$ cat config.mk
export PLATFORM = sky130hd
export DESIGN_NAME = seq_divider8
export DESIGN_NICKNAME = d
export VERILOG_FILES = /design/src/rtl/divider_pkg.sv /design/src/rtl/div_trial_sub.sv /design/src/rtl/seq_divider8.sv
export SDC_FILE = /design/constraint.sdc
export NUM_CORES = 1
export LEC_CHECK = 0
export ABC_CLOCK_PERIOD_IN_PS = 7100
export BUFFER_PORTS_ARGS = -buffer_cell sky130_fd_sc_hd__clkbuf_2
export CORE_MARGIN = 5
export CORE_UTILIZATION = 61
export CTS_CLUSTER_DIAMETER = 80
export DETAILED_ROUTE_END_ITERATION = 8
export PLACE_DENSITY = 0.85
export SETUP_SLACK_MARGIN = 0.02
export SLEW_MARGIN = 15
export SYNTH_ARGS = -nofsm -noshare
export SYNTH_HDL_FRONTEND = slang
export SYNTH_SLANG_ARGS = --single-unit
$ cat constraint.sdc
create_clock -name Clk -period 7.1 [get_ports Clk]
set_clock_uncertainty 0.2 [all_clocks]
set_input_delay 1.42 -clock Clk [delete_from_list [all_inputs] [get_ports Clk]]
set_output_delay 1.42 -clock Clk [all_outputs]
set_load 0.005 [all_outputs]
$ cat src/rtl/divider_pkg.sv
// Shared types and sizes for the sequential restoring divider.
// State encoding, default operand width and iteration counter width.
package divider_pkg;

  localparam int DIV_W = 8;
  localparam int CNT_W = $clog2(DIV_W + 1);

  typedef enum logic [1:0] {
    IDLE,
    CALC,
    FIXUP,
    DONE
  } state_t;

endpackage

$ cat src/rtl/div_trial_sub.sv
// Combinational trial subtractor for one restoring-division step.
// Ports: a, b (W bits) in; diff = a - b, neg = sign bit of diff.
module div_trial_sub #(
  parameter int W = 9
) (
  input  logic [W-1:0] a,
  input  logic [W-1:0] b,
  output logic [W-1:0] diff,
  output logic         neg
);

  assign diff = a - b;
  assign neg  = diff[W-1];

endmodule

$ cat src/rtl/seq_divider8.sv
// Sequential restoring divider, one quotient bit per clock.
// Ports: Clk, Reset_n, Start, Dividend, Divisor in;
//   Busy, Done, Quotient, Remainder, DivZero out.
// Macro SEQ_DIVIDER8_SIGNED_EN: two's complement operands, FIXUP state.
module seq_divider8
  import divider_pkg::*;
#(
  parameter int WIDTH = DIV_W
) (
  input  logic             Clk,
  input  logic             Reset_n,
  input  logic             Start,
  input  logic [WIDTH-1:0] Dividend,
  input  logic [WIDTH-1:0] Divisor,
  output logic             Busy,
  output logic             Done,
  output logic [WIDTH-1:0] Quotient,
  output logic [WIDTH-1:0] Remainder,
  output logic             DivZero
);

  localparam int CW = $clog2(WIDTH + 1);

  state_t state, state_nx;

  logic [WIDTH:0]   a, a_sh, a_nx, t;
  logic             t_neg;
  logic [WIDTH-1:0] q, q_nx, m;
  logic [WIDTH-1:0] quo, rem;
  logic [CW-1:0]    count;
  logic             last, dz, accept;
  logic [WIDTH-1:0] dd_mag, dv_mag;

`ifdef SEQ_DIVIDER8_SIGNED_EN
  localparam state_t POST = FIXUP;
  logic neg_q, neg_r;
  assign dd_mag = Dividend[WIDTH-1] ? -Dividend : Dividend;
  assign dv_mag = Divisor[WIDTH-1] ? -Divisor : Divisor;
`else
  localparam state_t POST = DONE;
  assign dd_mag = Dividend;
  assign dv_mag = Divisor;
`endif

  // a stays below m after every step, so its top bit is always
  // zero and can be dropped by the shift.
  assign a_sh = {a[WIDTH-1:0], q[WIDTH-1]};

  div_trial_sub #(.W(WIDTH + 1)) u_sub (
    .a    (a_sh),
    .b    ({1'b0, m}),
    .diff (t),
    .neg  (t_neg)
  );

  assign a_nx   = t_neg ? a_sh : t;
  assign q_nx   = {q[WIDTH-2:0], ~t_neg};
  assign last   = (count == CW'(WIDTH - 1));
  assign accept = (state == IDLE) && Start;

  always_ff @(posedge Clk or negedge Reset_n) begin
    if (!Reset_n) state <= IDLE;
    else          state <= state_nx;
  end

  always_comb begin
    state_nx = state;
    Busy     = 1'b0;
    Done     = 1'b0;
    unique case (state)
      IDLE: begin
        if (Start) state_nx = (Divisor == '0) ? DONE : CALC;
      end
      CALC: begin
        Busy = 1'b1;
        if (last) state_nx = POST;
      end
      FIXUP: state_nx = DONE;
      DONE: begin
        Done     = 1'b1;
        state_nx = IDLE;
      end
      default: state_nx = IDLE;
    endcase
  end

  always_ff @(posedge Clk or negedge Reset_n) begin
    if (!Reset_n) begin
      a     <= '0;
      q     <= '0;
      m     <= '0;
      count <= '0;
      quo   <= '0;
      rem   <= '0;
      dz    <= 1'b0;
`ifdef SEQ_DIVIDER8_SIGNED_EN
      neg_q <= 1'b0;
      neg_r <= 1'b0;
`endif
    end else if (accept) begin
      if (Divisor == '0) begin
        quo <= '1;
        rem <= Dividend;
        dz  <= 1'b1;
      end else begin
        a     <= '0;
        q     <= dd_mag;
        m     <= dv_mag;
        count <= '0;
        dz    <= 1'b0;
`ifdef SEQ_DIVIDER8_SIGNED_EN
        neg_q <= Dividend[WIDTH-1] ^ Divisor[WIDTH-1];
        neg_r <= Dividend[WIDTH-1];
`endif
      end
    end else if (state == CALC) begin
      a     <= a_nx;
      q     <= q_nx;
      count <= count + 1'b1;
      if (last) begin
        quo <= q_nx;
        rem <= a_nx[WIDTH-1:0];
      end
    end
`ifdef SEQ_DIVIDER8_SIGNED_EN
    else if (state == FIXUP) begin
      if (neg_q) quo <= -quo;
      if (neg_r) rem <= -rem;
    end
`endif
  end

  assign Quotient  = quo;
  assign Remainder = rem;
  assign DivZero   = dz;

endmodule

== After elaboration in Yosys (flattened, before gate mapping) ==
Cells that the tools add are included.

* Add/subtract/negate cells: 2
* Equality and inequality tests: 8
* Muxes and demuxes: 25
* Bitwise gates (word level): 2
* Reductions and logical operators: 9

{| class="wikitable"
|+ Operators with widths
! kind !! number
|-
| $mux W8 || 15
|-
| $mux W4 || 3
|-
| $sub A9 B8 Y9 || 1
|-
| $logic_not A8 Y1 || 1
|-
| $pmux W2 S4 || 1
|-
| $mux W2 || 3
|-
| $ne A2 B2 Y1 const B || 3
|-
| $reduce_and A2 Y1 || 3
|-
| $add A4 B1 Y4 const B || 1
|-
| $eq A2 B2 Y1 const B || 2
|-
| $eq A4 B3 Y1 const B || 1
|-
| $reduce_bool A2 Y1 || 2
|-
| $mux W1 || 3
|-
| $reduce_and A3 Y1 || 1
|-
| $eq A2 B1 Y1 const B || 1
|-
| $logic_not A2 Y1 || 1
|-
| $ne A2 B1 Y1 const B || 1
|-
| $not A1 Y1 || 2
|-
| $logic_and A1 B1 Y1 || 1
|}

* Bits in registers: 47
* Input bits: 19
* Word-level logic and storage cells: 54

== Longest topological paths before layout ==
Gate-level depths: netlist of run 1.

* Depth in word-level cells: 5
* Mapped depth: 11
* Gate-level depth less buffers: 10

== Hierarchy ==
From an unflattened synthesis of run 1, not the netlist that was laid out.

* Cell total of the unflattened synthesis: 245
* Area, all modules: 2,673.8 um^2

{| class="wikitable"
|+ Modules (own cells, without submodules)
! module !! instances !! cells an instance !! area each (um^2) !! seq. area each (um^2)
|-
| seq_divider8 || 1 || 185 || 2,268.4 || 1,176.1
|-
| div_trial_sub || 1 || 60 || 405.4 || 0.0
|}

== Worst setup path after synthesis of run 1 ==
Ideal clock, no wire load.

* Path type: in2reg
* From: input port Divisor[1]
* To: register q[4]
* Setup time: 0.136 ns
* Arrival time: 2.604 ns
* Required time: 6.764 ns
* Path slack: 4.160 ns
* Stages: 6
* Buffers on the path: 1
* Cells stage by stage: nor4_1 -> and2_1 -> nand2_1 -> o21ai_1 -> clkbuf_1 -> o21ai_0

* Longest elaborated chain between the ends: 3

{| class="wikitable"
|+ Ends and longest elaborated chain
! element !! line !! RTL
|-
| start, declared || seq_divider8.sv:14 || <nowiki>input logic [WIDTH-1:0] Divisor,</nowiki>
|-
| $logic_not A8 Y1 || seq_divider8.sv:101 || <nowiki>if (Divisor == '0) begin</nowiki>
|-
| $ne A2 B2 Y1 (no line) || -- ||
|-
| $reduce_and A2 Y1 (no line) || -- ||
|-
| end signal, assigned || seq_divider8.sv:107 || <nowiki>q <= dd_mag;</nowiki>
|-
| end signal, assigned || seq_divider8.sv:118 || <nowiki>q <= q_nx;</nowiki>
|-
| end, declared || seq_divider8.sv:28 || <nowiki>logic [WIDTH-1:0] q, q_nx, m;</nowiki>
|}

No other way between the ends.
A chain may end at the register's enable or synchronous reset.

== Final worst setup path of run 1 ==
* From: input port Start
* To: register q[0]

* Longest elaborated chain between the ends: 3
* Elaborated cells between the ends (all ways): 5

{| class="wikitable"
|+ Ends and longest elaborated chain
! element !! line !! RTL
|-
| start, declared || seq_divider8.sv:12 || <nowiki>input logic Start,</nowiki>
|-
| $logic_and A1 B1 Y1 * || seq_divider8.sv:59 || <nowiki>assign accept = (state == IDLE) && Start;</nowiki>
|-
| $ne A2 B2 Y1 (no line) or $reduce_bool A2 Y1 (tied branches) || -- ||
|-
| $reduce_and A2 Y1 (no line) || -- ||
|}

Mark *: on every way between the ends. The rest lies on a longest branch, timed or not.

==> results of run 1 <==
## routing by layer
metal  GRT usage  routed length [um]  up-vias
met5           0                   0        -
met4      0.0744                  78        0
met3      0.0588                 330       10
met2       0.334                2710       58
met1       0.301                2470      971
li1            -                   -      995
## layout by cell type (no fill, tap or decap), drive strengths merged
cell type,count
nor3,2
ha,14
nand4b,1
o21bai,1
and4b,1
a2111oi,1
o21ai,35
inv,13
xor2,3
nor4,2
mux2i,16
buf,3
and3,1
a211oi,2
bufinv,1
o211ai,1
o22ai,4
dfrtp,47
nand3,12
a22oi,4
o21a,1
or3,1
fa,1
nand2,50
clkbuf,43
and2,4
nor2b,2
a221oi,1
nor2,11
or2,1
mux2,4
xnor2,3
a21oi,14
a21o,2
## power groups by stage
stage                     Sequential [W]  Combinational (W)  Clock (W)
after detailed placement        0.000456           0.000723          0
after CTS                       0.000451           0.000732   0.000211
after global routing            0.000465           0.000811   0.000223
after floorplan                 0.000440           0.000545          0
after global placement          0.000450           0.000696          0
final                           0.000452           0.000729   0.000212
## path summary, 6_finish.rpt
path / cells after the start / slack, ps / endpoint
worst max-delay path: 6 / 3160 / q[0]$_DFFE_PN0P_
worst min-delay path: 2 / 300 / Quotient[1]$_DFFE_PN0P_
worst max register to register: 7 / 3650 / q[0]$_DFFE_PN0P_
worst min register to register: 2 / 300 / Quotient[1]$_DFFE_PN0P_
max in group asynchronous: 2 / 5300 / a[1]$_DFFE_PN0P_
min in group asynchronous: 2 / 990 / Remainder[1]$_DFFE_PN0P_
## registers in the layout, indices dropped and copies added, names as in the netlist
register / flops
q: 8
DivZero: 1
m: 8
Remainder: 8
count: 4
Quotient: 8
state: 2
a: 8
## area by class of cell
class	instances	area (sq um)
timing repair buffer	40	208
multi-input combinational	195	1230
sequential	47	1180
clock buffer	6	82.6
fill	293	1130
inverter	12	45.0
tap	50	62.6
clock inverter	2	38.8
## logic make-up after synthesis
logic type,Yosys count
XOR/XNOR,6
multiplexers,20
AND/OR/NAND/NOR,88
AO/OA/AOI/OAI,66
flip-flops,47
adder cells (fa/ha/maj),15
buffers and inverters,21
## worst register-to-register path, stage by stage (launching register included)
cell     delay (ps)
dfrtp_1         440
inv_1           100
ha_1            170
and2_1          690
nand2_1         490
o21ai_1         590
buf_4           320
mux2_2          350
## through the flow
stage / utilization / setup WS (ps)
floorplan: - / 4160
global placement: 0.684 / 2950
detailed placement: 0.684 / 2890
CTS: 0.715 / 3200
global route: 0.715 / 2970
finish: 0.715 / 3160
==> metrics.md, run 1 <==
| Metric | Value |
|---|---|
| Clock Tree Root | `clkbuf_8` |
| Largest net degree at the start of global routing | `48` |
| Antenna cell count | `0` |
| Worst Setup End Kind | `flop` |
| Final ANT Viol Nets | `0` |
| WS Path Type | `input port to flop` |
| Net Sw Power | `0.000588 W` |
| Number of flops mapped to enable cells by yosys | `0` |
| CP cell instances | `clkbuf_2 -> and2_1 -> nand2_1 -> o21ai_1 -> buf_4 -> mux2_2` |
| Final Max Slew Viols | `0` |
| Setup Buffers After CTS | `0` |
| First-pass GRT wire length | `9.03 mm` |
| Adder-cell share of the synthesized area | `0.0784` |
| Core Area | `0.00397 sq mm` |
| Max Freq | `254 MHz` |
| Post_cts resized | `0` |
| Clock Sink Count | `47` |
| Post-DP Area | `0.00272 sq mm` |
| Final Setup Violations | `0` |
| Slowest cell on the critical path | `and2_1` |
| GRT Total Usage | `0.219` |
| Routed WL | `5.58 mm` |
| CP max FO | `20` |
| Final non-filler cell area | `0.00284 sq mm` |
| Placed cells | `344` |
| Slew HR | `0.436` |
| Synth Area in Compound Gates | `0.153` |
| Area delta synth->final | `14.0%` |
| Max stage delay on crit path | `680 ps` |
| Seq/Total Area, Yosys | `0.472` |
| Post-synthesis mux area share | `0.0824` |
| Crit path from | `Start` |
| Largest family of logic cells by synthesized area | `simple AND/OR/NAND/NOR gates` |
| Gr ovfl total | `0` |
| Area leader, netlist | `dfrtp_1` |
| Logic gate share of total power | `0.523` |
| Antenna violations before repair | `0` |
| Top cell type's share of synthesized area | `0.472` |
| Setup crit start kind | `input port` |
| Outcome | `completed` |
| Xor and xnor fraction of the mapped netlist area | `0.0211` |
| Max-cap violations | `0` |
| CTS tree | `done` |
| Vias in the first global route | `1898` |
| Most frequently used flop master after synthesis | `dfrtp_1` |
| Post-synthesis register bit count | `47` |
| Share of layout cells above drive strength 1 | `0.182` |
| Internal Power | `0.000806 W` |
| CP required | `7110 ps` |
| Buf+Inv Stages, Crit Path | `2` |
| Setup TNS | `0 ps` |
| Final nets | `335` |
| Ys async rst share | `1.00` |
| Worst Tran Pin Value | `846 ps` |
| Die area | `0.00546 sq mm` |
| Top cells by count, synth | `nand2_1 (50), dfrtp_1 (47), o21ai_0 (22), mux2i_1 (16)` |
| Clock transition at path regs | `90 ps` |
| DRT iter0 DRCs | `200` |
| Gpl congestion | `0.890` |
| Hold Crit Class | `flop to flop` |
| Hold slack | `301 ps` |
| Total Power | `0.00139 W` |
| Net count after synthesis | `297` |
| Hold Fails Final Rpt | `0` |
| Mapped Area | `0.00249 sq mm` |
| Row count | `23` |
| Synth cell types | `38` |
| Worst EP arrival | `3940 ps` |
| Die Width | `73.9 um` |
| Vias post-DR | `2034` |
| Num ports | `38` |
| Port Buffers | `37` |
| Clk Latency, worst-skew pair | `310 ps` |
| Syn Inst Count | `263` |
| Min-delay src | `Quotient[1]$_DFFE_PN0P_` |
| TritonCTS buffer count | `5` |
| Yosys warns | `0` |
| Flop pwr share | `0.325` |
| DR DRC count | `0` |
| Via density per instance | `5.78` |
| Fin cells | `352` |
| CTS Buffer Depth | `2` |
| Cell with the most instances after synthesis | `nand2_1` |
| Die height | `73.9 um` |
| PwrDens | `491 mW/mm^2` |
| Switching portion of total power | `0.422` |
| Static leakage | `1.38 nW` |
| Maximum vdd drop | `0.235 mV` |
| DP Wirelength | `4.13 mm` |
| Synth top area cells | `dfrtp_1 (47%), nand2_1 (7.5%), ha_1 (7.0%)` |
| RSZ-0062 raised after global routing | `no` |
| Final period util | `0.554` |
| Avg WL per Cell | `15.9 um` |
| CTS H-tree depth | `2` |
| First-pass iteration count of the detailed router | `4` |
| Synth Area in Simple Gates | `0.157` |
| Min cycle time layout | `3940 ps` |
| Clock power share | `0.152` |
| Starting Density | `0.627` |
| Crit path max-delay family | `simple AND/OR/NAND/NOR gates` |
| Mean post-synth cell area | `9.47 sq um` |
| Hold-fix buffers, CTS | `0` |
| R2R Path Start | `state[0]$_DFFE_PN0P_` |
Note: power is estimated with default switching activity, not from simulation.
==> inputs of run 2 (changes only) <==
- ABC_CLOCK_PERIOD_IN_PS: 7100 -> 3300
- CORE_UTILIZATION: 61 -> 51
- PLACE_DENSITY: 0.85 -> 0.76
- clock period: 7.1 -> 3.3 ns (I/O delays scaled with it)
==> metrics.md, run 2 (synthesized netlist as in run 1, its figures left out) <==
| Metric | Value |
|---|---|
| Outcome | `completed` |
| CTS tree | `done` |
| Worst Tran Pin Value | `729 ps (-118 ps)` |
| Static leakage | `1.39 nW (+0.86%)` |
| Die height | `79.9 um (+8.1%)` |
| Clock Tree Root | `clkbuf_8` |
| Share of layout cells above drive strength 1 | `0.190 (+0.00804)` |
| DP Wirelength | `4.25 mm (+3.0%)` |
| RSZ-0062 raised after global routing | `no` |
| CTS H-tree depth | `2 (unchanged)` |
| Hold Crit Class | `input port to asynchronous set/reset pin` |
| First-pass iteration count of the detailed router | `5 (+1)` |
| Row count | `25 (+8.7%)` |
| Clk Latency, worst-skew pair | `310 ps (about the same)` |
| Post_cts resized | `0 (unchanged)` |
| Total Power | `0.00295 W (+110%)` |
| GRT Total Usage | `0.193 (-0.0259)` |
| Worst EP arrival | `2990 ps (-950 ps)` |
| Antenna cell count | `0 (unchanged)` |
| Maximum vdd drop | `0.428 mV (+82%)` |
| Cells on worst reg2reg path | `11 (+4)` |
| Final period util | `0.898` |
| CP max FO | `10 (-50%)` |
| Hold Fails Final Rpt | `0 (unchanged)` |
| Final Setup Violations | `0 (unchanged)` |
| Final Max Slew Viols | `0 (unchanged)` |
| Clock transition at path regs | `100 ps (about the same)` |
| CP required | `3320 ps (-3790 ps)` |
| WS Path Type | `flop to flop` |
| Via density per instance | `5.52 (-4.4%)` |
| Final nets | `338 (+0.90%)` |
| Slew HR | `0.511 (+0.0751)` |
| Die Width | `79.9 um (+8.1%)` |
| PwrDens | `1030 mW/mm^2 (+110%)` |
| Gr ovfl total | `0 (unchanged)` |
| Post-layout util | `0.609 (-0.106)` |
| Core Area | `0.00472 sq mm (+19%)` |
| DR DRC count | `0 (unchanged)` |
| Clock Sink Count | `47 (unchanged)` |
| Hold slack | `91.4 ps (-210 ps)` |
| Die area | `0.00638 sq mm (+17%)` |
| Port Buffers | `37 (unchanged)` |
| DRT iter0 DRCs | `148 (-26%)` |
| Most common cell after layout, fill and taps aside | `nand2_1` |
| Vias in the first global route | `1977 (+4.2%)` |
| Most frequent cells in the layout | `nand2_1 (50), dfrtp_1 (47), clkbuf_2 (37)` |
| Setup crit start kind | `flop` |
| Vias post-DR | `2054 (+0.98%)` |
| Avg WL per Cell | `15.0 um (-5.2%)` |
| Min cycle time layout | `2960 ps` |
| Hold-fix buffers, CTS | `0 (unchanged)` |
| Final ANT Viol Nets | `0 (unchanged)` |
| Num ports | `38 (unchanged)` |
| Worst Setup End Kind | `flop` |
| Max-cap violations | `0 (unchanged)` |
| Area delta synth->final | `15.6%` |
| Antenna violations before repair | `0 (unchanged)` |
| Max Freq | `337 MHz` |
| Largest net degree at the start of global routing | `32 (-33%)` |
| Setup Buffers After CTS | `0 (unchanged)` |
| Gpl congestion | `0.880 (-1.2%)` |
| Starting Density | `0.527 (-0.0998)` |
| Setup TNS | `0 ps (unchanged)` |
| Routed WL | `5.59 mm (+0.20%)` |
| CTS Buffer Depth | `2 (unchanged)` |
| First-pass GRT wire length | `9.62 mm (+6.6%)` |
| TritonCTS buffer count | `5 (unchanged)` |
run 2: through the flow:
stage | worst slack, ps | instances | instance area [sq um]
2_1_floorplan | 539 | 263 | 2490
3_3_place_gp | 429 | 364 | 2760
3_5_place_dp | 358 | 364 | 2760
4_1_cts | 314 | 372 | 2880
5_1_grt | 104 | 372 | 2880
6_report | 335 | 372 | 2880
run 2: report_power, final:
part / switching, W / total (W) / internal [W]
sequential: 0.000158 / 0.000971 / 0.000813
combinational: 0.000875 / 0.00155 / 0.000673
clock: 0.000205 / 0.000434 / 0.000230
run 2: worst max-delay path, cell delays in order, from the launching register on:
cell       delay (ps)
dfrtp_1           390
inv_1              70
ha_1              160
inv_1              50
fa_1              430
a211oi_2          270
nor3_2             80
mux2i_1           130
a2111oi_2         330
buf_4             270
mux2_1            360
o21ai_0           140
run 2: cell type report:
cell class	instances	area, sq um
Timing Repair Buffer	43	230
Clock buffer	5	68.8
Tap cell	67	83.8
Sequential cell	47	1180
Inverter	12	45.0
Fill cell	399	1850
Multi-Input combinational cell	195	1230
Clock inverter	3	47.5
run 2: worst paths after layout:
| path | start | to | slack, ps |
|---|---|---|---|
| worst max register to register | q[7]$_DFFE_PN0P_ | a[0]$_DFFE_PN0P_ | 340 |
| worst min register to register | Quotient[1]$_DFFE_PN0P_ | Quotient[1]$_DFFE_PN0P_ | 300 |
| worst min-delay path | Reset_n | q[6]$_DFFE_PN0P_ | 90 |
| max in group asynchronous | Reset_n | a[0]$_DFFE_PN0P_ | 2040 |
| worst max-delay path | q[7]$_DFFE_PN0P_ | a[0]$_DFFE_PN0P_ | 340 |
| min in group Clk | Quotient[1]$_DFFE_PN0P_ | Quotient[1]$_DFFE_PN0P_ | 300 |
run 2: routing by layer:
layer | routed length (um) | track usage
met5 | 0 | 0
met4 | 108 | 0.0608
met3 | 371 | 0.0406
met2 | 2580 | 0.306
met1 | 2540 | 0.265
==> inputs of run 3 (changes only) <==
- ABC_CLOCK_PERIOD_IN_PS: 3300 -> 2600
- clock period: 3.3 -> 2.6 ns (I/O delays scaled with it)
==> metrics.md, run 3 (synthesized netlist as in run 1, its figures left out) <==
| Metric | Value |
|---|---|
| Maximum vdd drop | `0.582 mV (+36%)` |
| Logic gate share of total power | `0.562 (+0.038)` |
| DP Wirelength | `4.34 mm (+2.1%)` |
| Crit path max-delay family | `compound AO/OA/AOI/OAI gates` |
| Switching portion of total power | `0.425 (+0.00616)` |
| GRT Total Usage | `0.194 (+0.000959)` |
| Area of the multi-input gates | `0.00127 sq mm (+3.7%)` |
| Clock Tree Root | `clkbuf_8` |
| Hold Crit Class | `input port to flop` |
| WHS Path Cells | `3` |
| PnR worst setup slack | `-92.2 ps (-428 ps)` |
| R2R Path Start | `q[7]$_DFFE_PN0P_` |
| Max stage delay on crit path | `400 ps (-30 ps)` |
| CTS H-tree depth | `2 (unchanged)` |
| Outcome | `finished with violations` |
| Crit path top cell by count | `inv_2` |
| Routed WL | `5.64 mm (+0.93%)` |
| Worst Tran Pin Value | `586 ps (-143 ps)` |
| Port Buffers | `37 (unchanged)` |
| Clock transition at path regs | `90 ps (about the same)` |
| Internal Power | `0.00224 W (+31%)` |
| Final Max Slew Viols | `0 (unchanged)` |
| Starting Density | `0.527 (unchanged)` |
| Die height | `79.9 um (unchanged)` |
| Static leakage | `1.42 nW (+2.1%)` |
| Clk Latency, worst-skew pair | `320 ps (about the same)` |
| First-pass GRT wire length | `9.55 mm (-0.72%)` |
| Row count | `25 (unchanged)` |
| Buf+Inv Stages, Crit Path | `3 (unchanged)` |
| Net Sw Power | `0.00166 W (+34%)` |
| CP required | `2640 ps (-680 ps)` |
| Vias in the first global route | `1984 (+0.35%)` |
| CTS Buffer Depth | `2 (unchanged)` |
| Final period util | `1.04 (+0.137)` |
| WS Path Type | `flop to flop` |
| CP max FO | `5 (-5)` |
| FF-to-FF End | `Remainder[0]$_DFFE_PN0P_` |
| Hold slack | `230 ps (+138 ps)` |
| Cells on worst reg2reg path | `11 (unchanged)` |
| Slowest cell on the critical path | `dfrtp_1` |
| TritonCTS buffer count | `5 (unchanged)` |
| Max Freq | `371 MHz (+10%)` |
| Antenna cell count | `0 (unchanged)` |
| Die Width | `79.9 um (unchanged)` |
| Final nets | `347 (+2.7%)` |
| Final Setup Violations | `17 (+17)` |
| Failing checks | `setup timing` |
| Max-cap violations | `0 (unchanged)` |
| Clock Sink Count | `47 (unchanged)` |
| Flop pwr share | `0.319 (-0.010)` |
| Worst EP arrival | `2730 ps (-260 ps)` |
| DRT iter0 DRCs | `130 (-12%)` |
| Min-delay src | `Divisor[3]` |
| Post-DP Area | `0.00282 sq mm (+2.3%)` |
| Most common cell after layout, fill and taps aside | `nand2_1` |
| Fin cells | `381 (+2.4%)` |
| Antenna violations before repair | `0 (unchanged)` |
| Avg WL per Cell | `14.8 um (-1.5%)` |
| Num ports | `38 (unchanged)` |
| Vias post-DR | `2045 (-0.44%)` |
| First-pass iteration count of the detailed router | `4 (-1)` |
| Hold Fails Final Rpt | `0 (unchanged)` |
| WHS Endpoint | `m[3]$_DFFE_PN0P_` |
| Min cycle time layout | `2690 ps (-272 ps)` |
| RSZ-0062 raised after global routing | `yes` |
| Post-layout util | `0.631 (+0.0215)` |
| Core Area | `0.00472 sq mm (unchanged)` |
| PwrDens | `1310 mW/mm^2 (+28%)` |
| Worst Setup End Kind | `flop` |
| Final non-filler cell area | `0.00298 sq mm (+3.5%)` |
| Most frequent cells in the layout | `nand2_1 (50), dfrtp_1 (47), clkbuf_2 (37)` |
| CTS tree | `done` |
| Area delta synth->final | `19.6%` |
| Final ANT Viol Nets | `0 (unchanged)` |
| Clock power share | `0.119 (-0.028)` |
| FILL cells | `385 (-3.5%)` |
| R2R Setup Slk | `-90 ps (-430 ps)` |
| Slew HR | `0.608 (+0.0969)` |
| Share of layout cells above drive strength 1 | `0.242 (+0.0519)` |
| Placed cells | `369 (+1.4%)` |
| Seq. cell area | `0.00118 sq mm (unchanged)` |
| Gr ovfl total | `0 (unchanged)` |
| Largest net degree at the start of global routing | `29 (-9.4%)` |
| DR DRC count | `0 (unchanged)` |
| Setup crit start kind | `flop` |
| Via density per instance | `5.37 (-2.8%)` |
| CP cell instances | `inv_2 -> ha_4 -> inv_2 -> fa_2 -> a211oi_4 -> nor3_2 -> mux2i_1 -> a2111oi_2 -> buf_4 -> mux2_4 -> a21oi_2` |
| Die area | `0.00638 sq mm (unchanged)` |
| Gpl congestion | `0.885 (+0.63%)` |
[run 3: changes by cell type in the layout (fill, tap and decap cells not counted), sizes merged]
cell,previous run,this run
bufinv,1,0
buf,6,14
clkinv,1,0
clkinvlp,0,2
dlygate4sd3,0,1
[run 3: worst max path at each step]
stage | startpoint | endpoint | slack (ps) | cells after the start
6_report | q[7]$_DFFE_PN0P_ | Remainder[0]$_DFFE_PN0P_ | -90 | 11
5_1_grt | q[7]$_DFFE_PN0P_ | a[0]$_DFFE_PN0P_ | -240 | 11
4_1_cts | q[7]$_DFFE_PN0P_ | Remainder[0]$_DFFE_PN0P_ | -150 | 11
3_5_place_dp | q[7]$_DFFE_PN0P_ | Remainder[7]$_DFFE_PN0P_ | -140 | 11
3_3_place_gp | q[7]$_DFFE_PN0P_ | a[0]$_DFFE_PN0P_ | -50 | 11
2_1_floorplan | q[7]$_DFFE_PN0P_ | a[0]$_DFFE_PN0P_ | 3 | 11
[run 3: worst reg2reg max path, stage by stage (launching register included)]
cell and delay, ps:
dfrtp_1 400, inv_2 80, ha_4 130, inv_2 30, fa_2 360, a211oi_4 230
nor3_2 70, mux2i_1 130, a2111oi_2 300, buf_4 240, mux2_4 330, a21oi_2 120
[run 3: power groups by stage]
stage          Combinational, W  Sequential, W  Clock, W
6_report                0.00219        0.00125  0.000465
5_1_grt                 0.00248        0.00128  0.000501
4_1_cts                 0.00213        0.00125  0.000473
3_5_place_dp            0.00205        0.00125         0
3_3_place_gp            0.00199        0.00124         0
2_1_floorplan           0.00152        0.00120         0
[run 3: repair_timing]
action,in CTS,in global routing
endpoints found under the hold margin,19,0
gates resized for setup,5,3
pin swaps,4,1
hold buffers,1,0
endpoints found under the setup margin,17,18
buffers inserted,0,2
gates cloned,1,0
[run 3: per-layer routing]
layer,up-vias,GRT usage,wire length [um]
li1,1017,-,-
met1,971,0.266,2660
met2,48,0.306,2610
met3,9,0.0429,275
met4,0,0.0608,98
met5,-,0,0
[run 3: through the flow]
step	worst slack, ps	total power (W)	setup TNS (ps)
6_report	-92.2	0.00390	-803
5_1_grt	-241	0.00427	-3560
4_1_cts	-146	0.00385	-1900
3_5_place_dp	-144	0.00331	-1670
3_3_place_gp	-48.1	0.00323	-302
2_1_floorplan	2.80	0.00273	0
[run 3: layout make-up]
class / instances / area share
clock buffer: 5 / 0.0231
clock inverter: 3 / 0.00798
inverter: 12 / 0.0151
multi-input combinational: 195 / 0.427
sequential: 47 / 0.395
tap: 67 / 0.0281
timing repair buffer: 52 / 0.104
